**config.mk**
```make
export PLATFORM = sky130hd
export DESIGN_NAME = motor_soft_start
export DESIGN_NICKNAME = d
export VERILOG_FILES = /design/src/rtl/motor_soft_start.sv
export SDC_FILE = /design/constraint.sdc
export NUM_CORES = 1
export LEC_CHECK = 0
export CORE_MARGIN = 1
export CORE_UTILIZATION = 42
export DETAILED_ROUTE_END_ITERATION = 10
export MAX_ROUTING_LAYER = met4
export RECOVER_POWER = 50
export SLEW_MARGIN = 0
export SYNTH_ARGS = -nofsm -noshare
export SYNTH_HDL_FRONTEND = slang
export SYNTH_SLANG_ARGS = --single-unit
```
**constraint.sdc**
```tcl
create_clock -name clk -period 3.1 [get_ports clk]
set_input_delay 0.62 -clock clk [delete_from_list [all_inputs] [get_ports clk]]
set_output_delay 0.62 -clock clk [all_outputs]
set_load 0.005 [all_outputs]
```
**src/rtl/motor_soft_start.sv**
```systemverilog
// motor_soft_start: PWM motor drive sequencer with soft-start/soft-stop
// duty ramps, minimum off-time lockout and fault shutdown.
//
// Ports:
//   clk, reset    system clock, synchronous active-high reset
//   tick_1hz      1-cycle pulse per second, paces the lockout count
//   tick_ramp     1-cycle pulse, one duty ramp step per pulse
//   motor_req     1 = motor requested on
//   fault_in      1 = fault, forces shutdown
//   pwm_out       registered PWM drive
//   duty          current duty value
//   state         OFF=0 RAMP_UP=1 ON=2 RAMP_DOWN=3 LOCKOUT=4 FAULT=5
//   motor_active  1 in RAMP_UP, ON, RAMP_DOWN
//   lockout       1 in LOCKOUT or FAULT

module motor_soft_start #(
  parameter int PWM_BITS  = 8,
  parameter int RAMP_STEP = 8,
  parameter int LOCKOUT_S = 3
) (
  input  logic                clk,
  input  logic                reset,
  input  logic                tick_1hz,
  input  logic                tick_ramp,
  input  logic                motor_req,
  input  logic                fault_in,
  output logic                pwm_out,
  output logic [PWM_BITS-1:0] duty,
  output logic [2:0]          state,
  output logic                motor_active,
  output logic                lockout
);

  typedef enum logic [2:0] {
    S_OFF   = 3'd0,
    S_UP    = 3'd1,
    S_ON    = 3'd2,
    S_DOWN  = 3'd3,
    S_LOCK  = 3'd4,
    S_FAULT = 3'd5
  } state_t;

  localparam int LW =
    (LOCKOUT_S < 1) ? 1 : $clog2(LOCKOUT_S + 1);

  localparam logic [PWM_BITS-1:0] DUTY_MAX = '1;
  localparam logic [PWM_BITS:0]   STEP_W =
    (PWM_BITS+1)'(RAMP_STEP);
  localparam logic [LW-1:0]       LOCK_INIT =
    LW'(LOCKOUT_S);

  state_t              st;
  logic [PWM_BITS-1:0] pwm_cnt;
  logic [LW-1:0]       lock_cnt;

  logic [PWM_BITS:0]   up_sum;
  logic [PWM_BITS-1:0] up_duty;
  logic [PWM_BITS-1:0] dn_duty;

  // One extra bit so the ramp-up add saturates
  // instead of wrapping past full scale.
  assign up_sum  = {1'b0, duty} + STEP_W;
  assign up_duty = (up_sum > {1'b0, DUTY_MAX})
                 ? DUTY_MAX
                 : up_sum[PWM_BITS-1:0];
  assign dn_duty = ({1'b0, duty} > STEP_W)
                 ? duty - STEP_W[PWM_BITS-1:0]
                 : '0;

  always_ff @(posedge clk) begin
    if (reset) begin
      st       <= S_OFF;
      duty     <= '0;
      pwm_cnt  <= '0;
      pwm_out  <= 1'b0;
      lock_cnt <= '0;
    end else begin
      pwm_cnt <= pwm_cnt + 1'b1;
      // Full scale forces a solid high; otherwise
      // the compare would drop one count per period.
      pwm_out <= (duty == DUTY_MAX) ||
                 (pwm_cnt < duty);

      if (fault_in) begin
        st   <= S_FAULT;
        duty <= '0;
      end else begin
        case (st)
          S_OFF: begin
            duty <= '0;
            if (motor_req)
              st <= S_UP;
          end

          S_UP: begin
            // A reversal wins over a coincident step.
            if (!motor_req) begin
              st <= S_DOWN;
            end else if (tick_ramp) begin
              duty <= up_duty;
              if (up_duty == DUTY_MAX)
                st <= S_ON;
            end
          end

          S_ON: begin
            duty <= DUTY_MAX;
            if (!motor_req)
              st <= S_DOWN;
          end

          S_DOWN: begin
            if (motor_req) begin
              st <= S_UP;
            end else if (tick_ramp) begin
              duty <= dn_duty;
              if (dn_duty == '0) begin
                st       <= S_LOCK;
                lock_cnt <= LOCK_INIT;
              end
            end
          end

          S_LOCK: begin
            duty <= '0;
            if (lock_cnt == '0)
              st <= S_OFF;
            else if (tick_1hz)
              lock_cnt <= lock_cnt - 1'b1;
          end

          S_FAULT: begin
            duty <= '0;
            // The requester must drop motor_req
            // before the fault can clear.
            if (!motor_req) begin
              st       <= S_LOCK;
              lock_cnt <= LOCK_INIT;
            end
          end

          default: begin
            st   <= S_OFF;
            duty <= '0;
          end
        endcase
      end
    end
  end

  assign state        = st;
  assign motor_active = (st == S_UP) ||
                        (st == S_ON) ||
                        (st == S_DOWN);
  assign lockout      = (st == S_LOCK) ||
                        (st == S_FAULT);

endmodule

```
==> flow_summary.yaml, run 1 <==
outcome:
  status: "finished, final reports clean"
sta:
  worstMarginPinSlew_ns: 0.768
  rsz0062_at_grt: "false"
  finClkSkew_ns: 0.00890
  hold_violations: 0
  max_freq_mhz: 365
  drv_slew: 0
  finalSetupViolCount: 0
  whs_ns: 0.464
  fin_crit_ns: 2.74
  finalCritPeriodShare: 0.885
  relSlewSlack: 0.488
  finalSetupTns_ns: 0
route:
  wl_per_cell_um: 15.5
  wl_met1_um: 2060
  routed.top_layer: "met4"
  met2WireLength_um: 1940
  drc: 0
  drt_iter0_markers: 125
  vias: 1663
  wl_um: 4400
  avgViaCountPerCell: 5.86
  firstDrtPassIters: 5
  final_antenna_net_count: 0
  met3RoutedLength_um: 338
clocking:
  numCtsBuffers: 3
  cts_setup_buffers: 0
  cts_hold_buffers: 0
  cts-resized-gates: 0
  tritoncts: "yes"
  htree_levels: 1
  clockRootBuffer: "clkbuf_8"
  clkLatencyLatePin_ns: 0.27
  path_clk_slew_ns: 0.08
  cts_sinks: 22
  clock_path_buffers: 2
global_routing:
  grt_pass1_vias: 1495
  grt_usage: 0.228
  grt_overflow: 0
  grt_pass1_wl_um: 7360
  grt_max_degree: 17
  antenna_found_initial: 0
critical_path:
  cp_max_fo: 16
  r2r-end: "lock_cnt[0]"
  worstSetupStartpointType: "flop"
  worstPathCellList: "clkbuf_1, nor2_1, nor2_1, clkdlybuf4s50_1"
  worstPathArrival_ns: 2.12
  cp_slowest_cell: "clkbuf_1"
  crit_path_frequent_cell: "nor2_1"
  cp-end-kind: "output pin"
  ff2ff_path_depth: 8
  critPathLaunch: "state[1]"
  required_ns: 2.48
  cp_slowest_stage_delay_ns: 0.59
  crit_path_end: "motor_active"
  reg2reg_slack_ns: 0.58
  worstSetupPathType: "reg -> out"
  reg2reg_from: "duty[3]"
die:
  core_sq_um: 3800
  die_y_um: 66.2
  io_pins: 20
  die_area_sq_um: 4380
  initial_utilization: 0.456
  rows: 22
  fp.dieW_um: 66.2
yosys:
  yosys_warnings: 0
  ys_ff_latch: 22
  synth_cell_types: 58
  synth-edff-count: 0
  syn_avg_cell_area_sq_um: 7.84
  synth-main-ff-cell: "dfxtp_1"
  synth.net_count: 239
  yosysSeqAreaShare: 0.254
  synthArstFlopShare: 0
  synth_area_sq_um: 1730
  netlist_instances: 221
run:
  drv_cap: 0
pwr:
  powerDensity_nw_per_um2: 407
  p_switching_mw: 0.247
  clockPowerShare: 0.345
  peakVddDrop_uv: 146
  swShare: 0.304
  combPwrFrac: 0.258
  power_leakage_nw: 0.766
  p_seq_frac: 0.397
  p_int_mw: 0.566
layout:
  n_fill_cell: 384
  drive_above_1_share: 0.0636
  final_cell_mix: "nor2_1, dfxtp_1, a21oi_1, nand2_1, inv_1"
  layout_commonest_cell: "nor2_1"
  syn_to_final_growth_pct: 15.2
  fin_nets: 255
  num_antenna_cells: 0
hold_path:
  hold_class: "reg -> reg"
  min-delay-start: "pwm_cnt[0]"
place:
  place_congestion: 0.987
  place_hpwl_um: 3300
  io_buffers: 19
-- cells in the mapped netlist, drive strengths merged, types with 2 or more instances --
master	instances	area [sq um]
nor2b	2	12.5
and2	2	12.5
o31a	2	17.5
nand2b	6	45.0
nand2	16	60.1
o41ai	2	17.5
and2b	2	16.3
and3	4	25.0
o221ai	2	23.8
a211oi	6	50.1
ha	12	150
nand3	9	45.0
clkbuf	2	7.51
or3b	2	17.5
xnor2	5	43.8
a221oi	2	23.8
inv	14	52.6
nor2	27	101
nor3	6	30.0
dfxtp	22	440
o31ai	4	30.0
or2	2	12.5
a21o	2	15.0
mux2i	3	30.0
o211ai	2	15.0
nor4	2	12.5
xor2	6	52.6
o22ai	2	12.5
nand4	3	18.8
buf	8	62.6
o21ai	10	50.0
a21oi	18	105
-- metal layers --
layer	global-route usage	vias to the layer above
met5	-	-
met4	0.0665	0
met3	0.0207	6
met2	0.352	67
met1	0.314	767
li1	-	823
-- power by group through the flow --
stage / clock, mW / combinational (mW) / sequential (mW)
global route: 0.298 / 0.232 / 0.326
global placement: 0 / 0.210 / 0.329
detailed placement: 0 / 0.210 / 0.330
floorplan: 0 / 0.155 / 0.317
CTS: 0.285 / 0.212 / 0.323
finish: 0.280 / 0.210 / 0.323
-- per-stage QoR --
step / std cells / utilization / total power [mW] / worst slack, ns / area [sq um]
after floorplan: 221 / - / 0.472 / 1.00 / 1730
after global placement: 280 / 0.507 / 0.539 / 0.591 / 1930
after detailed placement: 280 / 0.507 / 0.540 / 0.545 / 1930
after CTS: 284 / 0.526 / 0.820 / 0.570 / 2000
after global routing: 284 / 0.525 / 0.856 / 0.290 / 1990
final: 284 / 0.525 / 0.812 / 0.357 / 1990
-- kinds of logic after synthesis --
kind of cell,share of synthesized area
buffers and inverters,0.0708
adders and majority gates,0.0867
xor gates and xnor gates,0.0556
DFF,0.254
muxes,0.0173
and+or+nand+nor,0.258
AOI/OAI and AO/OA,0.257
-- sequential cells by signal (all words and copies together) (netlist names) --
name      cells
duty          8
lock_cnt      2
state         3
pwm_out       1
pwm_cnt       8
-- area by class of cell --
cell class                      count  area, sq um  area share
Tap cell                           48         60.1      0.0301
Inverter                           14         52.6      0.0263
Timing Repair Buffer               21          201       0.101
Clock inverter                      1         30.0      0.0151
Multi-Input combinational cell    175         1170       0.586
Sequential cell                    22          440       0.221
Clock buffer                        3         41.3      0.0207
-- how the worst min path moves through the flow --
| stage | slack, ns | endpoint | cells after the start |
|---|---|---|---|
| 3_5_place_dp | 0.46 | pwm_cnt[0] | 1 |
| 4_1_cts | 0.48 | pwm_cnt[0] | 1 |
| 3_3_place_gp | 0.44 | pwm_cnt[0] | 1 |
| 2_1_floorplan | 0.42 | pwm_cnt[0] | 1 |
| 5_1_grt | 0.50 | pwm_cnt[0] | 1 |
| 6_report | 0.46 | pwm_cnt[0] | 1 |
-- critical path, delay by kind of cell (launching register included) --
kind | cells | cell delay, ns
buffers and inverters | 2 | 1.15
and+or+nand+nor | 2 | 0.35
DFF | 1 | 0.35
No activity file was read; power rests on OpenSTA's default activity.
==> inputs of run 2 (changes only) <==
--- a/config.mk
+++ b/config.mk
@@ -5,7 +5,7 @@
 export SDC_FILE = /design/constraint.sdc
 export NUM_CORES = 1
 export LEC_CHECK = 0
-export CORE_MARGIN = 1
+export CORE_MARGIN = 5
 export CORE_UTILIZATION = 42
 export DETAILED_ROUTE_END_ITERATION = 10
 export MAX_ROUTING_LAYER = met4
==> run 2 against run 1 <==
  * Power down 1.4%
  * Via count down 1.7%
  * Final cell count up 1.1%
  * Count of clock-buffer cells in the layout unchanged
  * Sequential power down 2%
  * Routed wire length down 3.1%
  * Utilization down 2.5 points
  * Sequential share of layout area down 0.069 points
  * Clock power down 2%
  * Die area up 26%
  * Critical path depth unchanged
  * Hold slack better by 0.0036 ns
  * Critical endpoint unchanged
==> flow_summary.yaml, run 2 (synthesis gave the netlist of run 1 again) <==
layout:
  fin_nets: 256
  syn_to_final_growth_pct: 15.5
  num_antenna_cells: 0
  final_cell_mix: "nor2_1, dfxtp_1, a21oi_1, nand2_1, inv_1"
  layout_commonest_cell: "nor2_1"
  drive_above_1_share: 0.0633
  stdcell_count: 287
  final_area_sq_um: 2000
die:
  die_area_sq_um: 5510
  io_pins: 20
  fp.dieW_um: 74.2
  die_y_um: 74.2
  core_sq_um: 4000
  initial_utilization: 0.433
  rows: 23
route:
  vias: 1635
  wl_um: 4260
  firstDrtPassIters: 4
  final_antenna_net_count: 0
  drc: 0
  avgViaCountPerCell: 5.70
  drt_iter0_markers: 191
  wl_per_cell_um: 14.8
sta:
  fin_crit_ns: 2.64
  relSlewSlack: 0.538
  finClkSkew_ns: 0.00432
  max_freq_mhz: 379
  worstMarginPinSlew_ns: 0.692
  hold_violations: 0
  finalCritPeriodShare: 0.851
  drv_slew: 0
  finalSetupViolCount: 0
  finalSetupTns_ns: 0
  rsz0062_at_grt: "false"
clocking:
  clockRootBuffer: "clkbuf_8"
  tritoncts: "yes"
  clock_path_buffers: 2
  numCtsBuffers: 3
  cts_hold_buffers: 0
  cts_sinks: 22
  clkLatencyLatePin_ns: 0.27
  path_clk_slew_ns: 0.08
  cts-resized-gates: 0
  htree_levels: 1
  cts_setup_buffers: 0
global_routing:
  antenna_found_initial: 0
  grt_pass1_vias: 1439
  grt_max_degree: 18
  grt_overflow: 0
  grt_usage: 0.171
  grt_pass1_wl_um: 7110
place:
  dp_cells: 283
  place_area_sq_um: 1940
  place_hpwl_um: 3250
  place_congestion: 0.944
  io_buffers: 19
run:
  drv_cap: 0
critical_path:
  worstSetupPathType: "reg -> out"
  worstSetupStartpointType: "flop"
  required_ns: 2.48
  cp_max_fo: 17
  worstPathArrival_ns: 2.02
  cp-end-kind: "output pin"
pwr:
  power_leakage_nw: 0.768
  powerDensity_nw_per_um2: 400
  power_mw: 0.801
  peakVddDrop_uv: 302
hold_path:
  hold_class: "reg -> reg"
outcome:
  status: "finished, final reports clean"
## run 2: per-stage QoR
step           worst slack [ns]  utilization  hold WS, ns
6_report                  0.461        0.500        0.468
5_1_grt                   0.343        0.500        0.507
4_1_cts                   0.718        0.502        0.481
3_5_place_dp              0.545        0.484        0.461
3_3_place_gp              0.564        0.484        0.440
2_1_floorplan              1.00            -        0.421
## run 2: path summary, 6_finish.rpt
check	start	endpoint	slack (ns)	cells after the start
max reg2reg	duty[3]	state[1]	0.67	7
max	state[0]	motor_active	0.46	4
min	pwm_cnt[0]	pwm_cnt[0]	0.47	1
min reg2reg	pwm_cnt[0]	pwm_cnt[0]	0.47	1
## run 2: area by class of cell
| class | instances | area, sq um |
|---|---|---|
| fillers | 419 | 2000 |
| multi-input cells | 175 | 1170 |
| flip-flops and latches | 22 | 440 |
| repair buffers | 22 | 205 |
| well taps | 50 | 62.6 |
| inverters | 14 | 52.6 |
| clock buffers | 3 | 41.3 |
| clock inverters | 1 | 30.0 |
## run 2: critical path, stage by stage (launching register included)
cell	delay (ns)
dfxtp_1	0.31
clkbuf_1	0.53
nor2_1	0.11
nor2_1	0.24
clkdlybuf4s50_1	0.55
## run 2: power breakdown
group          internal (mW)  switching (mW)  leakage [nW]
clock network          0.173           0.101        0.0357
logic                 0.0953           0.117         0.553
registers              0.297          0.0181         0.179
total                  0.565           0.236         0.768
## run 2: metal layers
layer	GRT usage	wire, um	share of wire	up-vias
met5	-	0	0	-
met4	0.0415	38	0.0089	0
met3	0.0284	240	0.056	4
met2	0.255	1920	0.45	42
met1	0.240	2060	0.48	754
li1	-	-	-	835
